--- src/rtl/ppa_sklansky_pipe.sv ---
// Pipelined Sklansky parallel-prefix adder/subtractor with valid/ready flow control.
// Prefix levels are split across a configurable number of register stages.
module ppa_sklansky_pipe #(
   parameter int WIDTH       = 20,
   parameter int PIPE_STAGES = 3
) (
   input  logic             clk,
   input  logic             rst,
   input  logic             in_valid,
   output logic             in_ready,
   input  logic [WIDTH-1:0] a,
   input  logic [WIDTH-1:0] b,
   input  logic             cin,
   input  logic             sub,
   output logic             out_valid,
   input  logic             out_ready,
   output logic [WIDTH-1:0] sum,
   output logic             cout,
   output logic             ovf,
   output logic             zero
);
   localparam int L  = $clog2(WIDTH);
   localparam int PS = PIPE_STAGES;

   if (WIDTH < 2 || WIDTH > 64) begin : g_bad_width
      $error("ppa_sklansky_pipe: WIDTH must be 2..64");
   end
   if (PS < 1 || PS > L + 2) begin : g_bad_stages
      $error("ppa_sklansky_pipe: PIPE_STAGES must be 1..clog2(WIDTH)+2");
   end

   // True when a register sits after prefix level k (k=0 is the p/g stage).
   function automatic bit reg_at(input int k);
      int n;
      int acc;
      bit r;
      r   = 1'b0;
      acc = 0;
      n   = PS - 2;
      if (PS >= 2 && k == 0) r = 1'b1;
      for (int i = 0; i < n; i++) begin
         acc = acc + L / n + ((i < L % n) ? 1 : 0);
         if (k > 0 && acc == k) r = 1'b1;
      end
      return r;
   endfunction

   logic          adv;
   logic [PS-1:0] vld_d;
   logic [PS-1:0] vld_q;

   assign out_valid = vld_q[PS-1];
   assign adv       = ~(vld_q[PS-1] & ~out_ready);
   assign in_ready  = adv;

   always_comb begin
      vld_d = vld_q;
      if (adv) begin
         vld_d    = vld_q << 1;
         vld_d[0] = in_valid;
      end
   end

   always_ff @(posedge clk or posedge rst) begin
      if (rst) vld_q <= '0;
      else     vld_q <= vld_d;
   end

   for (genvar k = 0; k <= L; k++) begin : g_lvl
      logic [WIDTH-1:0] g_d, p_d, s_d;
      logic             c0_d;
      logic [WIDTH-1:0] g_o, p_o, s_o;
      logic             c0_o;

      if (k == 0) begin : g_pre
         logic [WIDTH-1:0] bb;
         assign bb   = sub ? ~b : b;
         assign p_d  = a ^ bb;
         assign g_d  = a & bb;
         assign s_d  = a ^ bb;
         assign c0_d = cin ^ sub;
      end else begin : g_pfx
         assign s_d  = g_lvl[k-1].s_o;
         assign c0_d = g_lvl[k-1].c0_o;
         for (genvar i = 0; i < WIDTH; i++) begin : g_bit
            if (((i >> (k - 1)) & 1) == 1) begin : g_op
               localparam int M = ((i >> (k - 1)) << (k - 1)) - 1;
               assign g_d[i] = g_lvl[k-1].g_o[i]
                             | (g_lvl[k-1].p_o[i] & g_lvl[k-1].g_o[M]);
               assign p_d[i] = g_lvl[k-1].p_o[i] & g_lvl[k-1].p_o[M];
            end else begin : g_pass
               assign g_d[i] = g_lvl[k-1].g_o[i];
               assign p_d[i] = g_lvl[k-1].p_o[i];
            end
         end
      end

      if (reg_at(k)) begin : g_reg
         logic [WIDTH-1:0] g_q, p_q, s_q;
         logic             c0_q;
         always_ff @(posedge clk or posedge rst) begin
            if (rst) begin
               g_q  <= '0;
               p_q  <= '0;
               s_q  <= '0;
               c0_q <= 1'b0;
            end else if (adv) begin
               g_q  <= g_d;
               p_q  <= p_d;
               s_q  <= s_d;
               c0_q <= c0_d;
            end
         end
         assign g_o  = g_q;
         assign p_o  = p_q;
         assign s_o  = s_q;
         assign c0_o = c0_q;
      end else begin : g_wire
         assign g_o  = g_d;
         assign p_o  = p_d;
         assign s_o  = s_d;
         assign c0_o = c0_d;
      end
   end

   logic [WIDTH:0]   c;
   logic [WIDTH-1:0] sum_d, sum_q;
   logic             cout_d, cout_q;
   logic             ovf_d, ovf_q;
   logic             zero_d, zero_q;

   always_comb begin
      c = {g_lvl[L].g_o | (g_lvl[L].p_o & {WIDTH{g_lvl[L].c0_o}}),
           g_lvl[L].c0_o};
      sum_d  = g_lvl[L].s_o ^ c[WIDTH-1:0];
      cout_d = c[WIDTH];
      ovf_d  = c[WIDTH] ^ c[WIDTH-1];
      zero_d = ~|sum_d;
   end

   always_ff @(posedge clk or posedge rst) begin
      if (rst) begin
         sum_q  <= '0;
         cout_q <= 1'b0;
         ovf_q  <= 1'b0;
         zero_q <= 1'b0;
      end else if (adv) begin
         sum_q  <= sum_d;
         cout_q <= cout_d;
         ovf_q  <= ovf_d;
         zero_q <= zero_d;
      end
   end

   assign sum  = sum_q;
   assign cout = cout_q;
   assign ovf  = ovf_q;
   assign zero = zero_q;
endmodule

--- config.mk ---
export PLATFORM = sky130hd
export DESIGN_NAME = ppa_sklansky_pipe
export DESIGN_NICKNAME = d
export VERILOG_FILES = /design/src/rtl/ppa_sklansky_pipe.sv
export SDC_FILE = /design/constraint.sdc
export NUM_CORES = 1
export LEC_CHECK = 0
export BUFFER_PORTS_ARGS = -buffer_cell sky130_fd_sc_hd__buf_2
export CAP_MARGIN = 20
export CORE_ASPECT_RATIO = 1.5
export CORE_MARGIN = 5
export CORE_UTILIZATION = 39
export DETAILED_ROUTE_END_ITERATION = 8
export GPL_TIMING_DRIVEN = 0
export HOLD_SLACK_MARGIN = 0.15
export SLEW_MARGIN = 0
export SYNTH_ARGS = -nofsm -noshare
export SYNTH_HDL_FRONTEND = slang
export SYNTH_SLANG_ARGS = --single-unit
--- constraint.sdc ---
create_clock -name clk -period 10.5 [get_ports clk]
set_clock_uncertainty 0.2 [all_clocks]
set_input_delay 1.05 -clock clk [delete_from_list [all_inputs] [get_ports clk]]
set_output_delay 1.05 -clock clk [all_outputs]
set_load 0.03 [all_outputs]
==> summary.txt <==
GRT
  – Wire length of the first global-routing pass: 24,600 µm
  – Number of antenna violations at the first check in global routing: 0
  – Vias in the first global route: 4,691
  – GRT overflow: 0
  – Largest net degree at the start of global routing: 69
  – GRT Total Usage: 18.3%

Route
  – Number of remaining DRC errors: 0
  – Post-route ant nets: 0
  – Routed Wire Length: 15,100 µm
  – Detail-routed via count per cell: 4.89
  – Number of design-rule violations left by the first detailed-router iteration: 292
  – Total vias in the final route: 4,606
  – Drt first pass iters: 4
  – Average routed wire per standard cell: 16.0 µm

Setup path
  – Category of the worst setup path capture point: primary output
  – Cell chain of the critical path: buf_2 > nor2b_1 > buf_6 > clkinv_1 > clkbuf_1 > clkbuf_1 > buf_2
  – Maximum fanout along the worst path: 10
  – Nature of the critical path startpoint: primary input
  – CP Buf/Inv Count: 6
  – Max stage delay cell, worst path: clkbuf_1
  – CP delay by family, top: buffers and inverters
  – CP Data Required Time: 9250 ps
  – Max incr delay on CP: 490 ps
  – Category of the most critical setup path: primary input to primary output
  – Arrival time at the worst endpoint: 2710 ps

Synth
  – Sequential share of the synthesized area: 54.4%
  – Mapped Nets: 711
  – Cell types with the largest area share after synthesis: dfrtp_1 54%, nand2_1 17%, ha_1 4.5%
  – Most common cell in the netlist: nand2_1
  – Post-synth ARST share: 100%
  – Number of warnings printed during yosys synthesis: 0
  – List of most frequent post-synthesis cells: 264 x nand2_1, 127 x dfrtp_1, 37 x o21ai_0
  – Synthesized area: 0.00584 mm²
  – Number of instances in the synthesized netlist: 644
  – Synthesis-stage register bit count: 127
  – Average instance area after synthesis: 9.07 µm²
  – Number of enable-type register cells in the synthesized netlist: 0
  – Number of different library cells in the post-synthesis netlist: 41
  – Prevailing post-synth register cell: dfrtp_1
  – Share of the synthesized area in the top cell type: 54.4%
  – Synth area leader: dfrtp_1

Worst hold path
  – Worst hold path class: flip-flop to flip-flop

Place
  – Pre-CTS WS: 6540 ps
  – Placed insts: 910
  – Post-DP HPWL: 11,400 µm
  – Gp weighted congestion: 0.827
  – Port bufs: 69

Floorplanning
  – Die boundary height: 160 µm
  – Core region area: 0.0147 mm²
  – Die area: 0.0176 mm²
  – Cell row count: 54
  – DIE WIDTH: 110 µm
  – Initial core utilization: 39.8%
  – I/O pin total: 71

Timing
  – Final worst path period share: 37.7%
  – Maximum clock frequency: 252 MHz
  – Worst-Margin Slew: 831 ps
  – Worst relative slew slack: 44.6%
  – Post-route minimum period: 3960 ps
  – Post-route setup TNS: 0 ps
  – Smallest hold slack: 256 ps
  – Final setup fails: 0
  – RSZ-0062 raised after global routing: false
  – Number of hold violations in the final report: 0
  – Setup slack of the critical path after layout: 6540 ps
  – Fin. max-slew vios: 0

Clocking
  – Clock tree from TritonCTS: done
  – Number of gates resized after CTS: 0
  – Clock latency at the later pin of the worst-skew pair: 410 ps
  – Number of buffers added for setup after CTS: 0
  – Number of clock sinks: 127
  – TritonCTS Buffers: 17
  – Clk Tree Root Cell: clkbuf_16
  – Clock Pin Slew Worst Setup and Hold Paths: 50 ps
  – Buffer depth of the longest clock path: 2
  – Number of hold buffers added after CTS: 0
  – H-tree levels: 4

Cells and area
  – Final layout net count: 800
  – Final design utilization: 48.3%
  – Count of non-filler cells in the finished layout: 942
  – Fraction of layout instances using a drive strength above 1: 14.1%
  – Area added between synthesis and finish: 21.2%
  – Antenna diodes: 0

Flow run
  – Number of maximum-capacitance constraint violations: 0

Pwr
  – Reported leakage power: 3.63 nW
  – Power Density: 285 mW/mm²
  – Worst supply voltage drop on vdd: 0.000118 V

Outcome
  – Status: completed
state kept, by name, summed over array words and instances, names as in the netlist:
| register | flops |
|---|---|
| g_lvl.g_o | 40 |
| g_lvl.g_reg.s_q | 39 |
| g_lvl.g_reg.p_q | 20 |
| sum | 20 |
| vld_q | 3 |
| g_lvl.c0_o | 2 |
| cout | 1 |
| ovf | 1 |
| zero | 1 |
cell usage in the layout (no fill, tap or decap), types with 2 or more instances in the layout:
cell type,instances
nand2b_1,2
bufinv_16,3
a31oi_1,6
xnor2_1,13
buf_1,4
nor2b_1,2
nor4_1,3
a21oi_1,36
o31ai_1,5
nor3_1,2
clkinv_2,2
ha_1,21
nand2_1,264
a21o_1,9
clkbuf_8,5
mux2i_1,3
or3_1,2
a22o_1,5
clkbuf_16,17
clkbuf_1,31
buf_2,70
a21boi_0,2
nand3_1,6
nand4_1,2
o21ai_0,37
xor2_1,27
dfrtp_1,127
nor2_1,18
inv_1,4
power breakdown:
group	total (mW)	switching [mW]	internal [mW]
Clock	0.603	0.199	0.404
Combinational	0.640	0.431	0.210
Sequential	0.770	0.121	0.649
Total	2.01	0.751	1.26
logic make-up after synthesis:
group	count (synthesis)	share of synthesized area, %
and+or+nand+nor	308	21.2
AOI/OAI and AO/OA	106	10.6
adders and majority gates	21	4.50
buffers and inverters	38	2.59
xor gates and xnor gates	40	6.00
muxes	4	0.707
DFF	127	54.4
cell type report:
cell class | count | area (µm²)
Buffer | 32 | 129
Clock buffer | 27 | 513
Multi-Input combinational cell | 479 | 2510
Fill cell | 1458 | 7590
Clock inverter | 5 | 100
Timing Repair Buffer | 70 | 373
Inverter | 6 | 27.5
Sequential cell | 127 | 3180
Tap cell | 196 | 245
through the flow:
stage,power [mW],instance area (µm²)
2_1_floorplan,1.19,5840
3_3_place_gp,1.40,6430
3_5_place_dp,1.42,6460
4_1_cts,2.03,7070
5_1_grt,2.14,7070
6_report,2.01,7070
worst paths after layout:
check	start	endpoint	slack, ps	cells past startpoint
setup / recovery	out_ready	in_ready	6540	7
max in group asynchronous	rst	sum[0]	8870	3
hold reg to reg	sum[4]	sum[4]	260	2
min in group asynchronous	rst	sum[9]	530	2
setup reg to reg	g_lvl[0].g_reg.s_q[1]	g_lvl[5].g_o[11]	7970	5
hold / removal	sum[4]	sum[4]	260	2
worst min-delay path, delay by kind of cell (launching register included):
family | cells | cell delay, ps
flip-flops | 1 | 330
AND/OR/NAND/NOR | 2 | 90
routing by layer:
metal / vias up / routed length (µm) / track usage, %
met5: - / 0 / 0
met4: 0 / 359 / 6.98
met3: 23 / 700 / 3.55
met2: 114 / 7780 / 30.6
met1: 2180 / 6260 / 22.9
li1: 2289 / - / -
Note: power is estimated with default switching activity, not from simulation.
